**config.mk**
```make
export PLATFORM = sky130hd
export DESIGN_NAME = core_seq_flat
export DESIGN_NICKNAME = d
export VERILOG_FILES = /design/src/rtl/core_seq_if.sv /design/src/rtl/core_seq.sv /design/src/flat_wrapper.sv
export SDC_FILE = /design/constraint.sdc
export NUM_CORES = 1
export LEC_CHECK = 0
export CAP_MARGIN = 30
export CORE_MARGIN = 2
export CORE_UTILIZATION = 30
export DETAILED_ROUTE_END_ITERATION = 7
export PLACE_DENSITY = 0.51
export SETUP_SLACK_MARGIN = 0.15
export SLEW_MARGIN = 20
export SYNTH_ARGS = -nofsm -noshare
export SYNTH_HDL_FRONTEND = slang
export SYNTH_SLANG_ARGS = --single-unit
```
**constraint.sdc**
```tcl
create_clock -name clk -period 2.1 [get_ports clk]
set_input_delay 0.63 -clock clk [delete_from_list [all_inputs] [get_ports clk]]
set_output_delay 0.63 -clock clk [all_outputs]
set_load 0.1 [all_outputs]
```
**src/rtl/core_seq_if.sv**
```systemverilog
// Bus bundle between the tile sequencer and its surroundings (command, L0, PE core, OFIFO).
// A read strobe (rd_l0 / rd_ofifo) is only ever high in a cycle where the matching ready_l0 / o_valid is high; the transfer happens on that clock edge.
interface core_seq_if;
  logic       start;
  logic [7:0] n_tiles;
  logic       mode;
  logic       ready_l0;
  logic       o_valid;
  logic       rd_l0;
  logic [1:0] inst_w;
  logic       mode_o;
  logic       rd_ofifo;
  logic       busy;
  logic       done;
  logic [7:0] tile_idx;
  logic       err;
  logic [2:0] dbg_state;

  modport master (
    output start, n_tiles, mode, ready_l0, o_valid,
    input  rd_l0, inst_w, mode_o, rd_ofifo, busy, done, tile_idx, err, dbg_state
  );

  modport slave (
    input  start, n_tiles, mode, ready_l0, o_valid,
    output rd_l0, inst_w, mode_o, rd_ofifo, busy, done, tile_idx, err, dbg_state
  );
endinterface

```
**src/rtl/core_seq.sv**
```systemverilog
// core_seq: tile sequencer for a ROW x COL PE array (L0 -> PE core -> OFIFO).
// Optional DRAIN watchdog is compiled in with `define CORE_SEQ_TIMEOUT_EN.
module core_seq #(
  parameter int ROW = 4,
  parameter int COL = 4,
  parameter int LEN = 8,
  parameter int GAP = ROW + COL
) (
  input  logic      clk,
  input  logic      reset,
  core_seq_if.slave bus
);
  typedef enum logic [2:0] {
    S_IDLE   = 3'd0,
    S_LOAD_W = 3'd1,
    S_FLUSH  = 3'd2,
    S_EXEC   = 3'd3,
    S_DRAIN  = 3'd4,
    S_DONE   = 3'd5
  } state_e;

  localparam logic [7:0] COL_LAST = 8'(COL - 1);
  localparam logic [7:0] ROW_LAST = 8'(ROW - 1);
  localparam logic [7:0] LEN_LAST = 8'(LEN - 1);
  localparam logic [7:0] GAP_LAST = 8'(GAP - 1);

  state_e     state_q, state_d;
  logic [7:0] cnt_q, cnt_d;
  logic [7:0] tile_q, tile_d;
  logic [7:0] ntiles_q, ntiles_d;
  logic       mode_q, mode_d;
  logic [1:0] inst_q, inst_d;
  logic       rd_l0;
  logic       rd_ofifo;
  logic       start_ok;
  logic       tile_last;
  logic [7:0] drain_last;
`ifdef CORE_SEQ_TIMEOUT_EN
  logic [9:0] wd_q, wd_d;
  logic       err_q, err_d;
`endif

  assign start_ok   = bus.start && (bus.n_tiles != 8'd0);
  // 9-bit compare so that n_tiles=255 finishes at tile 254 without wrapping.
  assign tile_last  = ({1'b0, tile_q} + 9'd1) == {1'b0, ntiles_q};
  assign drain_last = mode_q ? ROW_LAST : LEN_LAST;

  always_comb begin
    state_d  = state_q;
    cnt_d    = cnt_q;
    tile_d   = tile_q;
    ntiles_d = ntiles_q;
    mode_d   = mode_q;
    rd_l0    = 1'b0;
    rd_ofifo = 1'b0;
    case (state_q)
      S_IDLE: begin
        if (start_ok) begin
          ntiles_d = bus.n_tiles;
          mode_d   = bus.mode;
          tile_d   = 8'd0;
          cnt_d    = 8'd0;
          state_d  = bus.mode ? S_EXEC : S_LOAD_W;
        end
      end
      S_LOAD_W: begin
        rd_l0 = bus.ready_l0;
        if (rd_l0) begin
          if (cnt_q == COL_LAST) begin
            cnt_d   = 8'd0;
            state_d = S_FLUSH;
          end else begin
            cnt_d = cnt_q + 8'd1;
          end
        end
      end
      // Shared flush: after LOAD_W in WS mode, after EXEC in OS mode.
      S_FLUSH: begin
        if (cnt_q == GAP_LAST) begin
          cnt_d   = 8'd0;
          state_d = mode_q ? S_DRAIN : S_EXEC;
        end else begin
          cnt_d = cnt_q + 8'd1;
        end
      end
      S_EXEC: begin
        rd_l0 = bus.ready_l0;
        if (rd_l0) begin
          if (cnt_q == LEN_LAST) begin
            cnt_d   = 8'd0;
            state_d = mode_q ? S_FLUSH : S_DRAIN;
          end else begin
            cnt_d = cnt_q + 8'd1;
          end
        end
      end
      S_DRAIN: begin
        rd_ofifo = bus.o_valid;
        if (rd_ofifo) begin
          if (cnt_q == drain_last) begin
            cnt_d = 8'd0;
            if (tile_last) begin
              state_d = S_DONE;
            end else begin
              tile_d  = tile_q + 8'd1;
              state_d = mode_q ? S_EXEC : S_LOAD_W;
            end
          end else begin
            cnt_d = cnt_q + 8'd1;
          end
        end
      end
      S_DONE: begin
        state_d = S_IDLE;
      end
      default: begin
        state_d = S_IDLE;
        cnt_d   = 8'd0;
      end
    endcase

`ifdef CORE_SEQ_TIMEOUT_EN
    wd_d  = wd_q;
    err_d = err_q;
    if (state_q == S_IDLE && start_ok) begin
      err_d = 1'b0;
    end
    if (state_q == S_DRAIN) begin
      if (rd_ofifo) begin
        wd_d = 10'd0;
      end else if (wd_q == 10'd1022) begin
        // Watchdog saturates: abort the command without a done pulse.
        wd_d    = 10'd1023;
        err_d   = 1'b1;
        cnt_d   = 8'd0;
        state_d = S_IDLE;
      end else begin
        wd_d = wd_q + 10'd1;
      end
    end else if (state_d == S_DRAIN) begin
      wd_d = 10'd0;
    end
`endif

    inst_d = {rd_l0 && (state_q == S_EXEC), rd_l0 && (state_q == S_LOAD_W)};
  end

  always_ff @(posedge clk) begin
    if (reset) begin
      state_q  <= S_IDLE;
      cnt_q    <= 8'd0;
      tile_q   <= 8'd0;
      ntiles_q <= 8'd0;
      mode_q   <= 1'b0;
      inst_q   <= 2'b00;
    end else begin
      state_q  <= state_d;
      cnt_q    <= cnt_d;
      tile_q   <= tile_d;
      ntiles_q <= ntiles_d;
      mode_q   <= mode_d;
      inst_q   <= inst_d;
    end
  end

`ifdef CORE_SEQ_TIMEOUT_EN
  always_ff @(posedge clk) begin
    if (reset) begin
      wd_q  <= 10'd0;
      err_q <= 1'b0;
    end else begin
      wd_q  <= wd_d;
      err_q <= err_d;
    end
  end
  assign bus.err = err_q;
`else
  assign bus.err = 1'b0;
`endif

  assign bus.rd_l0     = rd_l0;
  assign bus.rd_ofifo  = rd_ofifo;
  assign bus.inst_w    = inst_q;
  assign bus.mode_o    = mode_q;
  assign bus.busy      = (state_q != S_IDLE);
  assign bus.done      = (state_q == S_DONE);
  assign bus.tile_idx  = tile_q;
  assign bus.dbg_state = state_q;
endmodule

```
**src/flat_wrapper.sv**
```systemverilog
// flat-port wrapper written by rule: the top's interface ports become plain ports
module core_seq_flat 
#(
  parameter int ROW = 4,
  parameter int COL = 4,
  parameter int LEN = 8,
  parameter int GAP = ROW + COL
)
  (clk, reset, bus_start, bus_n_tiles, bus_mode, bus_ready_l0, bus_o_valid, bus_rd_l0, bus_inst_w, bus_mode_o, bus_rd_ofifo, bus_busy, bus_done, bus_tile_idx, bus_err, bus_dbg_state);
  core_seq_if bus_i ();
  input  logic clk;
  input  logic reset;
  input wire logic [$bits(bus_i.start)-1:0] bus_start;
  input wire logic [$bits(bus_i.n_tiles)-1:0] bus_n_tiles;
  input wire logic [$bits(bus_i.mode)-1:0] bus_mode;
  input wire logic [$bits(bus_i.ready_l0)-1:0] bus_ready_l0;
  input wire logic [$bits(bus_i.o_valid)-1:0] bus_o_valid;
  output wire logic [$bits(bus_i.rd_l0)-1:0] bus_rd_l0;
  output wire logic [$bits(bus_i.inst_w)-1:0] bus_inst_w;
  output wire logic [$bits(bus_i.mode_o)-1:0] bus_mode_o;
  output wire logic [$bits(bus_i.rd_ofifo)-1:0] bus_rd_ofifo;
  output wire logic [$bits(bus_i.busy)-1:0] bus_busy;
  output wire logic [$bits(bus_i.done)-1:0] bus_done;
  output wire logic [$bits(bus_i.tile_idx)-1:0] bus_tile_idx;
  output wire logic [$bits(bus_i.err)-1:0] bus_err;
  output wire logic [$bits(bus_i.dbg_state)-1:0] bus_dbg_state;
  assign bus_i.start = bus_start;
  assign bus_i.n_tiles = bus_n_tiles;
  assign bus_i.mode = bus_mode;
  assign bus_i.ready_l0 = bus_ready_l0;
  assign bus_i.o_valid = bus_o_valid;
  assign bus_rd_l0 = bus_i.rd_l0;
  assign bus_inst_w = bus_i.inst_w;
  assign bus_mode_o = bus_i.mode_o;
  assign bus_rd_ofifo = bus_i.rd_ofifo;
  assign bus_busy = bus_i.busy;
  assign bus_done = bus_i.done;
  assign bus_tile_idx = bus_i.tile_idx;
  assign bus_err = bus_i.err;
  assign bus_dbg_state = bus_i.dbg_state;
  core_seq #(.ROW(ROW), .COL(COL), .LEN(LEN), .GAP(GAP)) u_core (.clk(clk), .reset(reset), .bus(bus_i));
endmodule
```
==> flow_metrics.py <==
metrics = {
    "die": {
        "dieArea_mm2": 0.00713,
        "die_w_um": 84.5,
        "ioPinCount": 33,
        "dieHeight_um": 84.5,
        "row_count": 29,
        "start_util_pct": 30.8,
        "coreArea_mm2": 0.00631,
    },
    "grt": {
        "grt_pass1_vias": 1716,
        "grt_pass1_wl_um": 8470,
        "grt_overflow": 0,
        "antenna_found_initial": 0,
        "grtUsageTotal_pct": 14.7,
        "grt_max_degree": 26,
    },
    "clock_tree": {
        "clock_sinks": 30,
        "clk-insertion-delay-late_ns": 0.28,
        "ctsHoldBuffers": 0,
        "root_buffer": "clkbuf_8",
        "cts_tree": "done",
        "numCtsBuffers": 5,
        "clk_pin_slew_ns": 0.07,
        "clk_path_buf_depth": 2,
        "h-tree-depth": 2,
    },
    "worst_setup_path": {
        "end_kind": "flip-flop",
        "path_buf_inv": 2,
        "critPathTopFamily": "simple AND/OR/NAND/NOR gates",
        "ff2ff_path_depth": 8,
        "cp_data_required_time_ns": 2.26,
        "r2r-start": "u_core.bus.tile_idx[0]",
        "cp.arrival_ns": 2.16,
        "start_kind": "input port",
        "slowest_delay_ns": 0.55,
        "crit_slowest_cell": "or4_4",
        "cp.depth": 8,
        "worstPathCellList": "buf_6 -> or4_4 -> o21ai_4 -> buf_6 -> a31oi_4 -> o21ai_4 -> mux2i_1 -> o22ai_1",
        "worstSetupPathType": "input port to flip-flop",
        "crit_path_max_fanout": 4,
        "critPathLaunch": "bus_n_tiles[2]",
    },
    "yosys": {
        "synth.mux.area_fraction_pct": 6.77,
        "synth_top_family_by_area": "simple AND/OR/NAND/NOR gates",
        "synthArstFlopShare_pct": 0,
        "synth_compound_area_share_pct": 17.1,
        "synth_area_leaders": "dfxtp_1, mux2i_1, nor2_1",
        "ys.flop_type": "dfxtp_1",
        "synth-edff-count": 0,
        "postSynthCellCount": 228,
        "netlist_area_mm2": 0.00194,
        "synth_top_area_share_pct": 30.9,
        "synthSimpleGateAreaFrac_pct": 29.9,
        "synth-xor-area-share_pct": 7.15,
        "synth_top_area_cell": "dfxtp_1",
        "yosysWarnings": 0,
        "yosysSeqAreaShare_pct": 30.9,
        "avgSynthCellArea_um2": 8.52,
        "synthAdderAreaFrac_pct": 1.29,
        "synth-seq-cells": 30,
        "synth_nets": 244,
        "yosysUniqueCellTypes": 51,
    },
    "layout": {
        "final_nets": 301,
        "finish.utilization_pct": 48.9,
        "fillers": 630,
        "layout_commonest_cell": "buf_4",
        "layout_common_cells": "buf_4, nor2_1, buf_12",
        "finalInstanceArea_mm2": 0.00309,
        "fin_cells": 363,
        "drive_gt1_share_pct": 46.5,
        "area_growth_pct": 58.9,
        "diodes": 0,
    },
    "drt": {
        "drt-vias-per-instance": 5.06,
        "wl_um": 5160,
        "drt_iter0_markers": 89,
        "detail-route-antenna-nets": 0,
        "dr.pass1.iters": 4,
        "drc_errors": 0,
        "wl_per_cell_um": 14.2,
        "num_vias": 1836,
    },
    "pwr": {
        "power.density_mw_per_mm2": 1040,
        "vdd.ir_drop.worst_mv": 1.44,
        "power.leakage_nw": 1.18,
        "p_total_mw": 3.21,
    },
    "sta": {
        "finalCritPeriodShare_pct": 95.6,
        "clock_skew_ns": 0.00384,
        "period_needed_ns": 2.01,
        "finalHoldViolations": 0,
        "slew_violations": 0,
        "rsz0062_at_grt": "yes",
        "holdWs_ns": 0.485,
        "setup-violations-final": 0,
        "max_freq_mhz": 498,
    },
    "place": {
        "postPlaceCellArea_mm2": 0.00273,
        "gp_congestion": 0.740,
        "dp_cells": 339,
        "io_buffers": 31,
        "post-dp-hpwl_um": 3550,
    },
    "hold_path": {
        "holdPathStages": 2,
        "hp-class": "flip-flop to flip-flop",
        "hold_start": "u_core.cnt_q[1]",
    },
    "run": {
        "drv_cap": 0,
    },
    "outcome": {
        "run_status": "finished, final reports clean",
    },
}
## area by class of cell
class / instances / area (um^2) / share of cell area, %
sequential: 30 / 642 / 20.8
multi-input combinational: 177 / 1450 / 47.0
timing repair buffer: 68 / 792 / 25.7
tap: 77 / 96.3 / 3.12
clock buffer: 7 / 86.3 / 2.80
inverter: 3 / 15.0 / 0.487
clock inverter: 1 / 5.00 / 0.162
## routing by layer
metal,vias up,global-route usage (%),share of wire [%]
met5,-,0,0
met4,0,3.46,0.56
met3,2,3.34,5.0
met2,37,23.5,47
met1,865,20.2,47
li1,932,-,-
## cells in the mapped netlist, drive strengths merged, types with 4 or more instances
| cell | n |
|---|---|
| nand3 | 13 |
| o21ai | 6 |
| nand2b | 4 |
| buf | 13 |
| xor2 | 6 |
| or2 | 4 |
| nor3b | 5 |
| dfxtp | 30 |
| a21oi | 6 |
| nand2 | 19 |
| mux2i | 12 |
| nor2b | 7 |
| clkbuf | 5 |
| o221ai | 6 |
| nand4 | 4 |
| nor3 | 8 |
| o22ai | 4 |
| nor2 | 27 |
| a22o | 8 |
| xnor2 | 9 |
## kinds of logic (layout without fill, tap and decap cells)
group	Yosys count	after routing
buf+inv	21	79
other cells	1	1
mux	13	13
flops	30	30
fa+ha+maj	2	2
compound gates	42	42
simple gates	104	104
xor+xnor	15	15
## path summary, 6_finish.rpt
check,endpoint,slack [ns]
max,u_core.bus.dbg_state[1],0.09
min,u_core.cnt_q[1],0.49
max reg2reg,u_core.bus.tile_idx[0],0.19
min reg2reg,u_core.cnt_q[1],0.49
## worst min-delay path, delay by kind of cell (launching register included)
kind	cells	cell delay [ns]
simple gates	1	0.07
compound gates	1	0.05
flops	1	0.33
## sequential cells by signal, indices dropped and copies added, names as in the netlist
signal / count
u_core.ntiles_q: 8
u_core.bus.inst_w: 2
u_core.bus.dbg_state: 3
u_core.bus.mode_o: 1
u_core.bus.tile_idx: 8
u_core.cnt_q: 8
## stage by stage
stage	setup TNS [ns]	worst slack, ns
final	0	0.0931
after global routing	0	0.0387
after CTS	0	0.120
after detailed placement	-12.19	-0.527
after global placement	-12.32	-0.512
after floorplan	-0.156	-0.126
## report_power, final
part / total, mW / leakage, nW / switching [mW] / internal, mW
registers: 0.752 / 0.253 / 0.110 / 0.643
clock network: 0.489 / 0.0482 / 0.224 / 0.264
logic: 1.97 / 0.875 / 1.06 / 0.906
## what timing repair did
| action | 4_1_cts | 5_1_grt |
|---|---|---|
| gates cloned | 1 | 0 |
| setup endpoints to repair | 32 | 19 |
| pin swaps | 15 | 6 |
| setup buffers | 11 | 4 |
| resized for setup | 53 | 12 |
Note: power is estimated with default switching activity, not from simulation.
